$ cat config.mk
export PLATFORM = sky130hd
export DESIGN_NAME = full_adder_2_bit_to_3_bit
export DESIGN_NICKNAME = d
export VERILOG_FILES = /design/src/rtl/adder_pkg.sv /design/src/rtl/full_adder_1_bit.sv /design/src/rtl/full_adder_2_bit_to_3_bit.sv
export SDC_FILE = /design/constraint.sdc
export NUM_CORES = 1
export LEC_CHECK = 0
export ABC_AREA = 1
export CELL_PAD_IN_SITES_DETAIL_PLACEMENT = 0
export CELL_PAD_IN_SITES_GLOBAL_PLACEMENT = 1
export CORE_MARGIN = 4
export CORE_UTILIZATION = 34
export CTS_BUF_LIST = sky130_fd_sc_hd__clkbuf_8
export CTS_CLUSTER_SIZE = 16
export DETAILED_ROUTE_END_ITERATION = 6
export GPL_TIMING_DRIVEN = 0
export PLACE_DENSITY_LB_ADDON = 0.1
export SLEW_MARGIN = 40
export SYNTH_ARGS = -nofsm -noshare
export SYNTH_HDL_FRONTEND = slang
export SYNTH_SLANG_ARGS = --single-unit
$ cat constraint.sdc
create_clock -name clk -period 1.72 [get_ports clk]
set_input_delay 0.43 -clock clk [delete_from_list [all_inputs] [get_ports clk]]
set_output_delay 0.43 -clock clk [all_outputs]
set_load 0.05 [all_outputs]
$ cat src/rtl/adder_pkg.sv
// rtl/adder_pkg.sv - shared widths and vector-table type for the 2-bit adder
package adder_pkg;

  localparam int OPERAND_W = 2;
  localparam int SUM_W     = 3;

  // One row of an (a, b, sum) vector table.
  typedef struct packed {
    logic [OPERAND_W-1:0] a;
    logic [OPERAND_W-1:0] b;
    logic [SUM_W-1:0]     sum;
  } add_vec_t;

endpackage

$ cat src/rtl/full_adder_1_bit.sv
// rtl/full_adder_1_bit.sv - single-bit full adder cell
module full_adder_1_bit (
  input  logic a,
  input  logic b,
  input  logic cin,
  output logic s,
  output logic cout
);

  // Sum and majority carry; with cin tied low this degenerates to a half add.
  always_comb begin
    s    = a ^ b ^ cin;
    cout = (a & b) | (a & cin) | (b & cin);
  end

endmodule

$ cat src/rtl/full_adder_2_bit_to_3_bit.sv
// rtl/full_adder_2_bit_to_3_bit.sv - 2-bit + 2-bit ripple adder with registered copy and carry counter
module full_adder_2_bit_to_3_bit
  import adder_pkg::*;
#(
  parameter int CNT_W = 8
) (
  input  logic                 clk,
  input  logic                 rst_n,
  input  logic [OPERAND_W-1:0] a,
  input  logic [OPERAND_W-1:0] b,
  input  logic                 in_valid,
  output logic [SUM_W-1:0]     sum,
  output logic [SUM_W-1:0]     sum_q,
  output logic                 out_valid,
  output logic [CNT_W-1:0]     carry_cnt
);

  localparam logic [CNT_W-1:0] CNT_MAX = '1;
  localparam logic [CNT_W-1:0] CNT_ONE = {{(CNT_W-1){1'b0}}, 1'b1};

  logic carry0;
  logic carry1;
  logic s0;
  logic s1;

  logic [SUM_W-1:0] sum_d;
  logic             out_valid_d;
  logic             out_valid_q;
  logic [CNT_W-1:0] carry_cnt_d;
  logic [CNT_W-1:0] carry_cnt_q;

  full_adder_1_bit u_bit0 (
    .a    (a[0]),
    .b    (b[0]),
    .cin  (1'b0),
    .s    (s0),
    .cout (carry0)
  );

  full_adder_1_bit u_bit1 (
    .a    (a[1]),
    .b    (b[1]),
    .cin  (carry0),
    .s    (s1),
    .cout (carry1)
  );

  // The final carry becomes the MSB so no carry is ever lost.
  assign sum = {carry1, s1, s0};

  // Capture on valid, hold otherwise; count carries up to saturation.
  always_comb begin
    sum_d       = sum_q;
    out_valid_d = in_valid;
    carry_cnt_d = carry_cnt_q;
    if (in_valid) begin
      sum_d = sum;
      if (sum[2] && (carry_cnt_q != CNT_MAX)) begin
        carry_cnt_d = carry_cnt_q + CNT_ONE;
      end
    end
  end

  // Registered path state; reset clears it immediately, independent of clk.
  always_ff @(posedge clk or negedge rst_n) begin
    if (!rst_n) begin
      sum_q       <= '0;
      out_valid_q <= 1'b0;
      carry_cnt_q <= '0;
    end else begin
      sum_q       <= sum_d;
      out_valid_q <= out_valid_d;
      carry_cnt_q <= carry_cnt_d;
    end
  end

  assign out_valid = out_valid_q;
  assign carry_cnt = carry_cnt_q;

endmodule

Word level (Yosys, flattened, before mapping)

Index checks and enable logic that the tools add are counted.

Add/subtract/negate cells: 1
Equality and inequality tests: 1
Bitwise logic cells: 9
Reduce and logical (&&, ||, !) cells: 2

Operators by type and width:

| cell                                          | count |
|---|---|
| adder 8 x 1 -> 8 bit (second input constant)  | 1 |
| inequality test 8 bit (second input constant) | 1 |
| AND 1 bit                                     | 4 |
| bitwise XOR 1 bit                             | 3 |
| bitwise OR 1 bit                              | 2 |
| AND reduction 2 bit                           | 1 |
| logical AND 1 bit                             | 1 |

Flip-flop bits (word level): 12
Input port bits: 7
Output and inout bits: 15
Logic and storage cells: 16

Longest topological paths before layout

Depth after elaboration: 6
Depth in mapped cells: 8
Depth with buffers taken out: 8

By module

From an unflattened synthesis, not the netlist that was laid out.

Cells, all modules: 80
Area, all modules: 671.9 µm²

By module, submodules not included:

| module                    | instances | cells each | area each (µm²) | seq. area each (µm²) |
|---|---|---|---|---|
| full_adder_2_bit_to_3_bit | 1         | 78         | 631.9           | 300.3 |
| full_adder_1_bit          | 2         | 1          | 20.0            | 0.0 |

Worst setup path before layout

Ideal clock, no wire load.

Kind: input -> output
Start point: in a[0]
End point: out sum[1]
Data arrival time: 1.306 ns
Required time: 1.290 ns
Path slack: -0.016 ns
Cell stages on the path: 5
Path buffers: 1
Cell sequence: ha_1 inv_1 fa_1 inv_1 buf_4

Word-level cells in the longest chain between the ends: 2

Ends and longest elaborated chain:

| what              | line                            | source |
|---|---|---|
| from (decl)       | full_adder_2_bit_to_3_bit.sv:9  | `input logic [OPERAND_W-1:0] a,` |
| AND 1 bit         | full_adder_1_bit.sv:13          | `cout = (a & b) \| (a & cin) \| (b & cin);` |
| bitwise XOR 1 bit | full_adder_1_bit.sv:12          | `s = a ^ b ^ cin;` |
| to (decl)         | full_adder_2_bit_to_3_bit.sv:12 | `output logic [SUM_W-1:0] sum,` |

Every way passes these cells.

Worst setup path in the final report

Start point: in b[0]
End point: out sum[1]

Word-level cells in the longest chain between the ends: 2

Ends and longest elaborated chain:

| what              | line                            | source |
|---|---|---|
| from (decl)       | full_adder_2_bit_to_3_bit.sv:10 | `input logic [OPERAND_W-1:0] b,` |
| AND 1 bit         | full_adder_1_bit.sv:13          |  |
| bitwise XOR 1 bit | full_adder_1_bit.sv:12          |  |

Every way passes these cells.

==> results.py <==
metrics = {
    "run_status": {
        "status": "finished, violations left",
        "violations": "negative setup slack",
    },
    "clock_tree": {
        "holdBufCountCts": 0,
        "cts_tree": "yes",
        "cts.path.max_buffers": 2,
        "cts-htree-levels": 1,
        "clock_latency_ns": 0.24,
        "root_buffer": "clkbuf_8",
        "numCtsBuffers": 3,
        "clkTransAtPathRegs_ns": 0.05,
        "cts_sinks": 12,
    },
    "hold_path": {
        "min-delay-path-class": "reg2reg",
    },
    "pwr": {
        "p_leak_nw": 0.5087,
        "power.total_w": 0.001233,
        "power_density_nw_per_um2": 1238,
        "vdd_drop_max_v": 0.0007445,
    },
    "grt": {
        "grt_usage": 0.1167,
        "grt-ovfl-total": 0,
        "grt_max_degree": 13,
        "antenna_found_initial": 0,
        "grt_pass1_vias": 533,
        "grt_pass1_wl_um": 2387,
    },
    "route": {
        "drt_iter0_drc": 9,
        "wl_met3_um": 95,
        "met2WireLength_um": 582,
        "drcViolationCount": 0,
        "route.top_layer_used": "met3",
        "totalWireLength_um": 1379,
        "vias": 559,
        "vias_per_cell": 4.141,
        "wl_met1_um": 701,
        "drt-wirelength-per-cell_um": 10.21,
        "dr.pass1.iters": 2,
        "postRouteAntennaNets": 0,
    },
    "place": {
        "place_congestion": 0.7392,
        "place_area_um2": 954.7,
        "placedCellCount": 133,
        "place.port_buffers": 21,
        "dp_hpwl_um": 1078,
    },
    "timing": {
        "final_max_slew_viol_count": 0,
        "finalSetupViolCount": 1,
        "rsz0062_at_grt": "true",
        "period_share": 1.046,
        "max_freq_mhz": 555.6,
        "setup_slack_ns": -0.07976,
        "fin_worst_skew_ns": 0.001239,
        "worstMarginPinSlew_ns": 0.5474,
        "finalSetupTns_ns": -0.07976,
        "fin_crit_ns": 1.800,
        "hold_violations": 0,
        "slew_headroom": 0.6339,
    },
    "logic_synthesis": {
        "synthMostInstantiatedCell": "nand2_1",
        "synth_top_area_cell": "dfrtp_1",
        "synth_commonest_cells": "nand2_1, dfrtp_1, inv_1",
        "synth_edf_count": 0,
        "syn_nets": 95,
        "yosys_most_used_dff": "dfrtp_1",
        "ys_seq_area_frac": 0.4248,
        "synth_area_um2": 706.9,
        "synthArstFlopShare": 1.000,
        "ys_top_cells_by_area": "dfrtp_1, nand2_1, inv_1",
        "synth_cells": 85,
        "yosys_warnings": 0,
        "netlist-cell-type-count": 18,
        "syn_avg_cell_area_um2": 8.317,
        "yosys_register_bits": 12,
        "synth_top_area_frac": 0.4248,
    },
    "critical_path": {
        "crit_type": "in2out",
        "path_max_fanout": 2,
        "startpoint_type": "input port",
        "arrival_ns": 1.37,
        "crit_path_end_kind": "output port",
        "crit_required_ns": 1.29,
    },
    "floorplanning": {
        "io_pins": 22,
        "die_area_um2": 2873,
        "die_x_um": 53.60,
        "die_h_um": 53.60,
        "num_rows": 16,
        "initial_utilization": 0.3603,
        "core-area_um2": 1962,
    },
    "layout": {
        "nNetsFinal": 119,
        "stdcell_count": 135,
        "antennaDiodeCount": 0,
        "area.growth.synth_to_final_pct": 40.88,
        "finish.instance_area_um2": 996.0,
        "multiInputGateArea_um2": 349.1,
        "fillerInstances": 219,
        "ff_latch_area_um2": 300.3,
        "drive_above_1_share": 0.2407,
    },
    "flow_run": {
        "maxCapViolations": 0,
    },
}
-- power by group --
part	switching [W]	internal (W)
registers	0.0000729	0.000338
clock network	0.000101	0.000202
logic	0.000365	0.000154
total	0.000538	0.000694
-- registers in the layout, indices dropped and copies added, names as in the netlist --
name and count:
out_valid 1, sum_q 3, carry_cnt 8
-- routing by layer --
layer | up-vias | GRT usage
met5 | - | 0
met2 | 14 | 0.1551
met4 | 0 | 0.02553
met1 | 240 | 0.1633
li1 | 305 | -
met3 | 0 | 0.06371
-- through the flow --
stage	utilization	hold slack, ns	setup slack, ns
after CTS	0.5115	0.4778	-0.08693
after detailed placement	0.4866	0.4671	-1.186
after global placement	0.4866	0.4610	-1.186
final	0.5077	0.4788	-0.07976
after global routing	0.5077	0.5112	-0.1179
after floorplan	-	0.1344	0.002457
-- worst paths after layout --
check,start,endpoint,depth (start not counted),slack (ns)
min in group asynchronous,rst_n,carry_cnt[7]$_DFFE_PN0P_,1,0.55
worst min-delay path,sum_q[0]$_DFFE_PN0P_,sum_q[0]$_DFFE_PN0P_,2,0.48
max in group asynchronous,rst_n,carry_cnt[5]$_DFFE_PN0P_,1,0.81
worst min register to register,sum_q[0]$_DFFE_PN0P_,sum_q[0]$_DFFE_PN0P_,2,0.48
worst max register to register,carry_cnt[0]$_DFFE_PN0P_,carry_cnt[4]$_DFFE_PN0P_,8,0.38
worst max-delay path,b[0],sum[1],6,-0.08
-- critical path, stage by stage --
cell and delay (ns):
buf_6 0.08, ha_4 0.12, inv_2 0.03, fa_2 0.54, inv_2 0.04, buf_8 0.14
-- kinds of logic (layout without fill, tap and decap cells) --
group / Yosys count / in the layout / share of synthesized area
flops: 12 / 12 / 0.4248
fa+ha+maj: 3 / 3 / 0.06371
simple gates: 49 / 49 / 0.3451
xor+xnor: 3 / 3 / 0.03717
compound gates: 3 / 3 / 0.02655
buf+inv: 15 / 38 / 0.1027
-- area by class of cell --
cell class              instances  area share
flip-flops and latches         12      0.3015
plain buffers                   1    0.007538
inverters                      12     0.05025
multi-input cells              58      0.3505
repair buffers                 21      0.2010
well taps                      27     0.03392
clock buffers                   4     0.05528
-- timing repair --
action | 4_1_cts | 5_1_grt
setup endpoints to repair | 23 | 3
gates resized for setup | 49 | 4
buffers inserted | 0 | 0
cloned | 0 | 0
pin swaps | 2 | 0
-- cell usage in the layout (no fill, tap or decap), types with 2 or more instances in the layout --
| cell | n |
|---|---|
| buf_6 | 2 |
| buf_8 | 2 |
| clkbuf_8 | 4 |
| clkdlybuf4s50_1 | 2 |
| dfrtp_1 | 12 |
| dlygate4sd2_1 | 11 |
| inv_1 | 7 |
| inv_2 | 4 |
| nand2_1 | 32 |
| nand3_1 | 5 |
| nand4_1 | 2 |
| nor2_1 | 4 |
| nor2_4 | 3 |
| o21ai_0 | 2 |
| xor2_1 | 2 |
Power figures use the tool's default switching activity.
